===== src/rtl/dmem_trace_buffer_pkg.sv =====
// Shared types and helpers for the data-memory transaction tracer.
package dmem_trace_buffer_pkg;

    // Capture filter modes as driven on the mode input
    typedef enum logic [1:0] {
        TRACE_MODE_OFF = 2'b00,
        TRACE_MODE_WR  = 2'b01,
        TRACE_MODE_RD  = 2'b10,
        TRACE_MODE_ALL = 2'b11
    } trace_mode_e;

    // What the circular buffer does on a given edge
    typedef enum logic [2:0] {
        ACT_IDLE,
        ACT_PUSH,
        ACT_OVERWRITE,
        ACT_DROP,
        ACT_PUSH_POP,
        ACT_POP
    } buf_action_e;

    // True when an access of the given direction passes the mode filter
    function automatic logic mode_match(input logic [1:0] mode, input logic we);
        logic m;
        m = 1'b0;
        case (mode)
            TRACE_MODE_WR:  m = we;
            TRACE_MODE_RD:  m = ~we;
            TRACE_MODE_ALL: m = 1'b1;
            default:        m = 1'b0;
        endcase
        return m;
    endfunction

endpackage


===== src/rtl/dmem_trace_buffer_ram.sv =====
// Trace entry storage: one synchronous write port, one asynchronous read port.
module dmem_trace_buffer_ram
    import dmem_trace_buffer_pkg::*;
#(
    parameter int DEPTH = 16,
    parameter int WIDTH = 81
) (
    input  logic                     clk,
    input  logic                     we,
    input  logic [$clog2(DEPTH)-1:0] waddr,
    input  logic [WIDTH-1:0]         wdata,
    input  logic [$clog2(DEPTH)-1:0] raddr,
    output logic [WIDTH-1:0]         rdata
);

    logic [WIDTH-1:0] mem [DEPTH];

    // Store a captured entry; contents are deliberately never cleared
    always_ff @(posedge clk) begin
        if (we) begin
            mem[waddr] <= wdata;
        end
    end

    assign rdata = mem[raddr];

endmodule


===== src/rtl/dmem_trace_buffer.sv =====
// Snoops the CPU data-memory port, filters and timestamps accesses and keeps
// them in a circular buffer that a consumer drains over valid/ready.
module dmem_trace_buffer
    import dmem_trace_buffer_pkg::*;
#(
    parameter int ADDR_W      = 32,
    parameter int DATA_W      = 32,
    parameter int DEPTH       = 16,
    parameter int TS_W        = 16,
    parameter int CYCLE_LIMIT = 100
) (
    input  logic                     clk,
    input  logic                     reset,
    input  logic                     mon_valid,
    input  logic [ADDR_W-1:0]        mon_addr,
    input  logic                     mon_write_en,
    input  logic [DATA_W-1:0]        mon_write_data,
    input  logic [DATA_W-1:0]        mon_read_data,
    input  logic [1:0]               mode,
    input  logic                     wrap_en,
    output logic                     out_valid,
    input  logic                     out_ready,
    output logic [TS_W-1:0]          out_ts,
    output logic                     out_we,
    output logic [ADDR_W-1:0]        out_addr,
    output logic [DATA_W-1:0]        out_data,
    output logic [$clog2(DEPTH):0]   count,
    output logic                     overflow,
    output logic                     done
);

    localparam int PTR_W   = $clog2(DEPTH);
    localparam int CNT_W   = PTR_W + 1;
    localparam int ENTRY_W = TS_W + 1 + ADDR_W + DATA_W;
    localparam logic [TS_W-1:0] LIMIT_TS = TS_W'((CYCLE_LIMIT > 0) ? (CYCLE_LIMIT - 1) : 0);

    logic [PTR_W-1:0]   wr_ptr;
    logic [PTR_W-1:0]   rd_ptr;
    logic [CNT_W-1:0]   count_q;
    logic [TS_W-1:0]    ts;
    logic               done_q;
    logic               overflow_q;
    logic               full;
    logic               cap;
    logic               pop;
    logic               limit_hit;
    logic               ram_we;
    logic [DATA_W-1:0]  cap_data;
    logic [ENTRY_W-1:0] wr_entry;
    logic [ENTRY_W-1:0] rd_entry;
    buf_action_e        act;

    assign full      = (count_q == CNT_W'(DEPTH));
    assign out_valid = (count_q != '0);
    assign pop       = out_valid & out_ready;
    assign cap       = mon_valid & mode_match(mode, mon_write_en) & ~done_q;
    assign limit_hit = (CYCLE_LIMIT > 0) && (ts == LIMIT_TS);
    assign cap_data  = mon_write_en ? mon_write_data : mon_read_data;
    assign wr_entry  = {ts, mon_write_en, mon_addr, cap_data};

    // Free-running saturating timestamp plus the sticky watchdog flag
    always_ff @(posedge clk) begin
        if (reset) begin
            ts     <= '0;
            done_q <= 1'b0;
        end else begin
            if (ts != '1) begin
                ts <= ts + TS_W'(1);
            end
            if (limit_hit) begin
                done_q <= 1'b1;
            end
        end
    end

    // Decide how capture and pop combine on this edge; a pop frees a slot so it wins over overflow
    always_comb begin
        act = ACT_IDLE;
        if (cap && pop) begin
            act = ACT_PUSH_POP;
        end else if (cap && !full) begin
            act = ACT_PUSH;
        end else if (cap && wrap_en) begin
            act = ACT_OVERWRITE;
        end else if (cap) begin
            act = ACT_DROP;
        end else if (pop) begin
            act = ACT_POP;
        end
    end

    assign ram_we = ~reset & ((act == ACT_PUSH) | (act == ACT_OVERWRITE) | (act == ACT_PUSH_POP));

    // Pointer, occupancy and sticky overflow bookkeeping; reset discards any in-flight pop
    always_ff @(posedge clk) begin
        if (reset) begin
            wr_ptr     <= '0;
            rd_ptr     <= '0;
            count_q    <= '0;
            overflow_q <= 1'b0;
        end else begin
            case (act)
                ACT_PUSH: begin
                    wr_ptr  <= wr_ptr + PTR_W'(1);
                    count_q <= count_q + CNT_W'(1);
                end
                ACT_OVERWRITE: begin
                    wr_ptr     <= wr_ptr + PTR_W'(1);
                    rd_ptr     <= rd_ptr + PTR_W'(1);
                    overflow_q <= 1'b1;
                end
                ACT_DROP: begin
                    overflow_q <= 1'b1;
                end
                ACT_PUSH_POP: begin
                    wr_ptr <= wr_ptr + PTR_W'(1);
                    rd_ptr <= rd_ptr + PTR_W'(1);
                end
                ACT_POP: begin
                    rd_ptr  <= rd_ptr + PTR_W'(1);
                    count_q <= count_q - CNT_W'(1);
                end
                default: begin
                end
            endcase
        end
    end

    dmem_trace_buffer_ram #(
        .DEPTH (DEPTH),
        .WIDTH (ENTRY_W)
    ) u_ram (
        .clk   (clk),
        .we    (ram_we),
        .waddr (wr_ptr),
        .wdata (wr_entry),
        .raddr (rd_ptr),
        .rdata (rd_entry)
    );

    assign out_data = rd_entry[DATA_W-1:0];
    assign out_addr = rd_entry[DATA_W +: ADDR_W];
    assign out_we   = rd_entry[DATA_W + ADDR_W];
    assign out_ts   = rd_entry[ENTRY_W-1 -: TS_W];
    assign count    = count_q;
    assign overflow = overflow_q;
    assign done     = done_q;

endmodule


===== config.mk =====
export PLATFORM = sky130hd
export DESIGN_NAME = dmem_trace_buffer
export DESIGN_NICKNAME = d
export VERILOG_FILES = /design/src/rtl/dmem_trace_buffer_pkg.sv /design/src/rtl/dmem_trace_buffer_ram.sv /design/src/rtl/dmem_trace_buffer.sv
export SDC_FILE = /design/constraint.sdc
export NUM_CORES = 1
export LEC_CHECK = 0
export BUFFER_PORTS_ARGS = -buffer_cell sky130_fd_sc_hd__buf_2
export CORE_ASPECT_RATIO = 1.5
export CORE_MARGIN = 2
export CORE_UTILIZATION = 45
export CTS_CLUSTER_SIZE = 30
export DETAILED_ROUTE_END_ITERATION = 7
export PLACE_DENSITY = 0.63
export REMOVE_ABC_BUFFERS = 1
export SLEW_MARGIN = 0
export SYNTH_ARGS = -nofsm -noshare
export SYNTH_HDL_FRONTEND = slang
export SYNTH_SLANG_ARGS = --single-unit

===== constraint.sdc =====
create_clock -name clk -period 6.4 [get_ports clk]
set_clock_uncertainty 0.1 [all_clocks]
set_input_delay 0.96 -clock clk [delete_from_list [all_inputs] [get_ports clk]]
set_output_delay 0.96 -clock clk [all_outputs]
set_load 0.1 [all_outputs]

* After elaboration in Yosys (flattened, before gate mapping)
Memory sizes are Yosys's and may differ from the RTL's. A register that Yosys moved wholly into a read port is not among the register bits. Cells that the tools add are included.
Storage, ports and cells: register bits 31, bits in latches 0, RAM bits 1296, bits in read-only memories 0, bits of input ports 104, output and inout bits 89, memories kept 1
Cells by class: add/sub/neg operators 5, multiply operators 0, div/mod/pow operators 0, $lt $le $gt $ge 0, eq/ne operators 11, shifts and indexed selects 0, multiplexer cells 12, bitwise logic cells 9, reductions and logical operators 9
Memories:
- u_ram.mem | words 16, bits a word 81, rd ports 1, clocked after memory_dff 1, write ports 1, RTL line dmem_trace_buffer_ram.sv:16 | logic [WIDTH-1:0] mem [DEPTH];
Operators with widths (count):
- 32-bit 2-to-1 mux | 1
- 16-bit by 1-bit adder with 16-bit output (second input constant) | 1
- 16-bit by 7-bit equality test with 1-bit output (second input constant) | 1
- 16-bit != test (second input constant) | 1
- 3-bit 2-to-1 mux | 5
- 5-bit one-hot mux with 2 select lines | 1
- 4-bit by 1-bit adder with 4-bit output (second input constant) | 2
- 4-bit 2-to-1 mux | 2
- 3-bit by 2-bit equality test with 1-bit output (second input constant) | 2
- 3-bit equality test (second input constant) | 2
- 3-bit OR reduction | 2
- 5-bit by 1-bit adder with 5-bit output (second input constant) | 1
- 5-bit equality test (second input constant) | 1
- 5-bit nonzero test | 1
- 5-bit by 1-bit subtractor with 5-bit output (second input constant) | 1
- 1-bit AND | 4
- 2-bit equality test (second input constant) | 2
- 3-bit by 1-bit equality test with 1-bit output (second input constant) | 1
- 1-bit logical AND | 3
- 1-bit NOT | 3
- 1-bit one-hot mux with 3 select lines | 1
- 2-bit by 1-bit equality test with 1-bit output (second input constant) | 1
- 1-bit 2-to-1 mux | 2
- 1-bit bitwise OR | 2
- other kinds (3) | 3

* Depth between registers and ports, before layout
depth after elaboration 14, mapped depth 10, depth with buffers taken out 9

* Modules after synthesis
From an unflattened synthesis, not the netlist that was laid out.
Second synthesis, totals: cells, all modules 2213, area, all modules 50393.3 um^2
By module, submodules not included:
- dmem_trace_buffer_ram | instances 1, cells each 1997, area an instance 48435.2 um^2
- dmem_trace_buffer | instances 1, cells each 216, area an instance 1958.1 um^2

* Worst setup path before layout
OpenSTA, ideal clock, no wires.
kind input -> register, start point input mon_write_en, end point memory u_ram.mem[3][0], enable pin, library setup time 521 ps, arrival time 5388 ps, required time 5779 ps, setup slack 391 ps, stages on the path 5, path through clkbuf_1 mux2i_1 a211oi_2 nand2_1 nor2_1
On the way: longest elaborated chain between the ends 14
RTL lines:
- from (decl) | RTL line dmem_trace_buffer.sv:16 | input logic mon_write_en,
- 1-bit NOT | RTL line dmem_trace_buffer_pkg.sv:28 | TRACE_MODE_RD: m = ~we;
- 1-bit one-hot mux with 3 select lines * | RTL line dmem_trace_buffer_pkg.sv:26 | case (mode)
- 1-bit AND * (2 in series) | RTL line dmem_trace_buffer.sv:56 | assign cap = mon_valid & mode_match(mode, mon_write_en) & ~done_q;
- 3-bit 2-to-1 mux / 1-bit logical AND (equally long branches) | RTL line dmem_trace_buffer.sv:85, dmem_trace_buffer.sv:83
- 3-bit 2-to-1 mux | RTL line dmem_trace_buffer.sv:83 | end else if (cap && wrap_en) begin
- 3-bit 2-to-1 mux | RTL line dmem_trace_buffer.sv:81 | end else if (cap && !full) begin
- 3-bit 2-to-1 mux * | RTL line dmem_trace_buffer.sv:79 | if (cap && pop) begin
- 3-bit by 1-bit equality test with 1-bit output / 3-bit by 2-bit equality test with 1-bit output (equally long branches) | RTL line dmem_trace_buffer.sv:92 | assign ram_we = ~reset & ((act == ACT_PUSH) | (act == ACT_OVERWRITE) | (act == ACT_PUSH_POP));
- 1-bit bitwise OR | RTL line dmem_trace_buffer.sv:92
- 1-bit bitwise OR * | RTL line dmem_trace_buffer.sv:92
- 1-bit AND * | RTL line dmem_trace_buffer.sv:92
- 1-bit 2-to-1 mux * | RTL line dmem_trace_buffer_ram.sv:20 | if (we) begin
- 1-bit 2-to-1 mux (not written as such) * | RTL line dmem_trace_buffer_ram.sv:21 | mem[waddr] <= wdata;
- to (decl) | RTL line dmem_trace_buffer_ram.sv:16
Mark *: on every way between the ends. The rest lies on a longest branch, timed or not.

==> flow_summary.toml <==
[run_status]
status = "finished clean"

[timing]
slew_headroom_pct = 29.6
fmax_mhz = 209
slew_violations = 0
finalSetupViolations = 0
finalCritPeriodShare_pct = 74.6
grt_setup_unrepaired = "false"
worst_slew_pin_slew_ns = 1.06
hold_viol = 0
min_period_ns = 4.77

[layout]
final_util_pct = 51.7
layout-drive-gt1-share_pct = 36.7
fill_cells = 8594
fin_cells = 3860
fin_nets = 2426
areaGrowthSynthToFinish_pct = 13.8
multi_input_area_sq_mm = 0.0107
ff_latch_area_sq_mm = 0.0396

[worst_hold_path]
hold_class = "reg2reg"

[critical_path]
worstPathArrival_ns = 3.71
end_kind = "primary output"
worstSetupPathType = "reg2out"
cp.required_ns = 5.34
start_kind = "flop"
crit_fanout = 64

[cts]
clock_path_buffers = 3
clk_pin_slew_ns = 0.06
numCtsBuffers = 117
cts.htree.levels = 3
cts_sinks = 1331
cts_hold_buf = 0
clockRootBuffer = "clkbuf_16"
clk-insertion-delay-late_ns = 0.72
cts_resized = 0
cts_setup_buffers = 0
cts_tree = "yes"

[global_routing]
grt_pass1_wl_um = 164000
antenna_found_initial = 7
grt_overflow_total = 0
grt_pass1_vias = 24347
grt_usage_pct = 19.4
grt_max_degree = 87

[drt]
vias = 22703
drtIter0Drc = 2344
vias_per_cell = 5.88
detail_route.wl_per_cell_um = 28.7
drc = 0
firstDrtPassIters = 5
drtAntennaViolNets = 0
wl_um = 111000

[synth]
synth.distinct_cells = 48
synth_most_common_cell = "edfxtp_1"
synth_seq_cells = 1331
postSynth.asyncResetShare_pct = 0
synth_cells = 2046
ys.flop_type = "edfxtp_1"
yosys_warnings = 0
synth_area_leaders = "edfxtp_1 77%, mux4_2 18%, dfxtp_1 1.4%, mux2_2 0.71%, clkbuf_1 0.50%"
synth_seq_area_share_pct = 78.3
synth-edff-count = 1296
yosysTopAreaCell = "edfxtp_1"
synth.avg_cell_area_sq_um = 24.7
yosys-top-cells-count = "1,296 x edfxtp_1, 405 x mux4_2, 68 x clkbuf_1"
synth.cell_area_sq_mm = 0.0506
synth_top_area_share_pct = 76.9

[die]
die_h_um = 415
fp.dieW_um = 278
ios = 193
start_util_pct = 45.4
core-area_sq_mm = 0.111
rows = 150
die_area_sq_mm = 0.115

[job]
drv_cap = 0

[power]
power_w = 0.0209
ir_worst_vdd_uv = 566
p_per_area_mw_per_mm2 = 362
p_leak_nw = 17.7

[placed_design]
hpwl_um = 58000
dp.cells = 3637
portBuffers = 192
gp_congestion = 0.742
-- cell usage in the layout (no fill, tap or decap), types with 2 or more instances in the layout --
master      Yosys  final
nand2b_1        2      2
inv_6           0      6
nand3_1         9      9
mux2i_1         6      6
xor2_1          2      2
dfxtp_4         0      4
buf_2          28    191
and3_1          2      2
nor4_1          5      5
a41oi_1         2      2
or3_1           3      3
buf_12          0     18
dfxtp_1        35     31
mux4_2        405    405
clkbuf_16       0    119
nand2_1        13     13
nor2_1         49     33
a31oi_1         3      3
clkinvlp_4      0      3
inv_1           9      9
clkbuf_1       68     18
diode_2         0      4
clkinv_2        0     25
mux2_2         32     32
nor2_4          0     16
buf_4           0     39
nand4_1         4      4
xnor2_1        17     17
a211oi_1        4      4
edfxtp_1     1296   1296
or2_2           2      2
bufinv_16       0     15
ha_1            9      9
or4_1           2      2
clkinv_1        0     29
a21oi_1         9      9
nor3_1          5      5
-- kinds of logic (layout without fill, tap and decap cells) --
logic type	Yosys count	after routing	synth area share, %
AOI/OAI and AO/OA	30	30	0.445
muxes	443	443	18.8
other	0	4	0
DFF	1331	1331	78.3
adders and majority gates	10	10	0.262
xor gates and xnor gates	19	19	0.329
and+or+nand+nor	103	103	0.974
buffers and inverters	110	476	0.887
-- final timing paths --
kind / from / end / slack, ns / cells past startpoint
max: flop / out_ts[2] / 1.63 / 4
min: overflow / overflow / 0.40 / 2
min reg2reg: overflow / overflow / 0.40 / 2
max reg2reg: done / u_ram.mem[7][32] / 2.91 / 5
-- cell type report --
class | count | share of cell area (%)
multi-input cells | 605 | 18.5
well taps | 1444 | 3.14
repair buffers | 248 | 2.79
flip-flops and latches | 1331 | 68.8
diodes | 4 | 0.0174
clock inverters | 82 | 1.40
clock buffers | 137 | 5.29
inverters | 9 | 0.0586
-- sequential cells by signal, summed over array words and instances, names as in the netlist, named ones only --
register	count
count	5
overflow	1
ts	16
u_ram.mem	1296
wr_ptr	4
done	1
rd_ptr	4
-- worst max-delay path, stage by stage, from the launching register on --
cell and delay (ns):
dfxtp_4 0.85, buf_12 0.52, mux4_2 0.58, mux4_2 0.63
buf_2 0.35
-- power by group --
group          total (W)  switching, W  internal [W]
sequential       0.00974      0.000118       0.00962
combinational    0.00405       0.00261       0.00144
clock            0.00709       0.00308       0.00401
-- per-layer routing --
layer	global-route usage (%)	vias to the layer above	share of wire [%]
met2	33.6	702	53
met4	5.25	2	1.9
met5	0	-	0.0090
met3	2.78	127	5.3
met1	25.8	12486	40
li1	-	9386	-
-- through the flow --
stage / worst slack [ns] / hold slack, ns / area (sq um) / TNS [ns]
2_1_floorplan: -9.34 / 0.378 / 50200 / -756.56
3_3_place_gp: 1.98 / 0.363 / 53800 / 0
3_5_place_dp: 1.95 / 0.374 / 53800 / 0
4_1_cts: 1.47 / 0.392 / 57600 / 0
5_1_grt: 1.38 / 0.445 / 57600 / 0
6_report: 1.63 / 0.397 / 57600 / 0
Power figures use the tool's default switching activity.
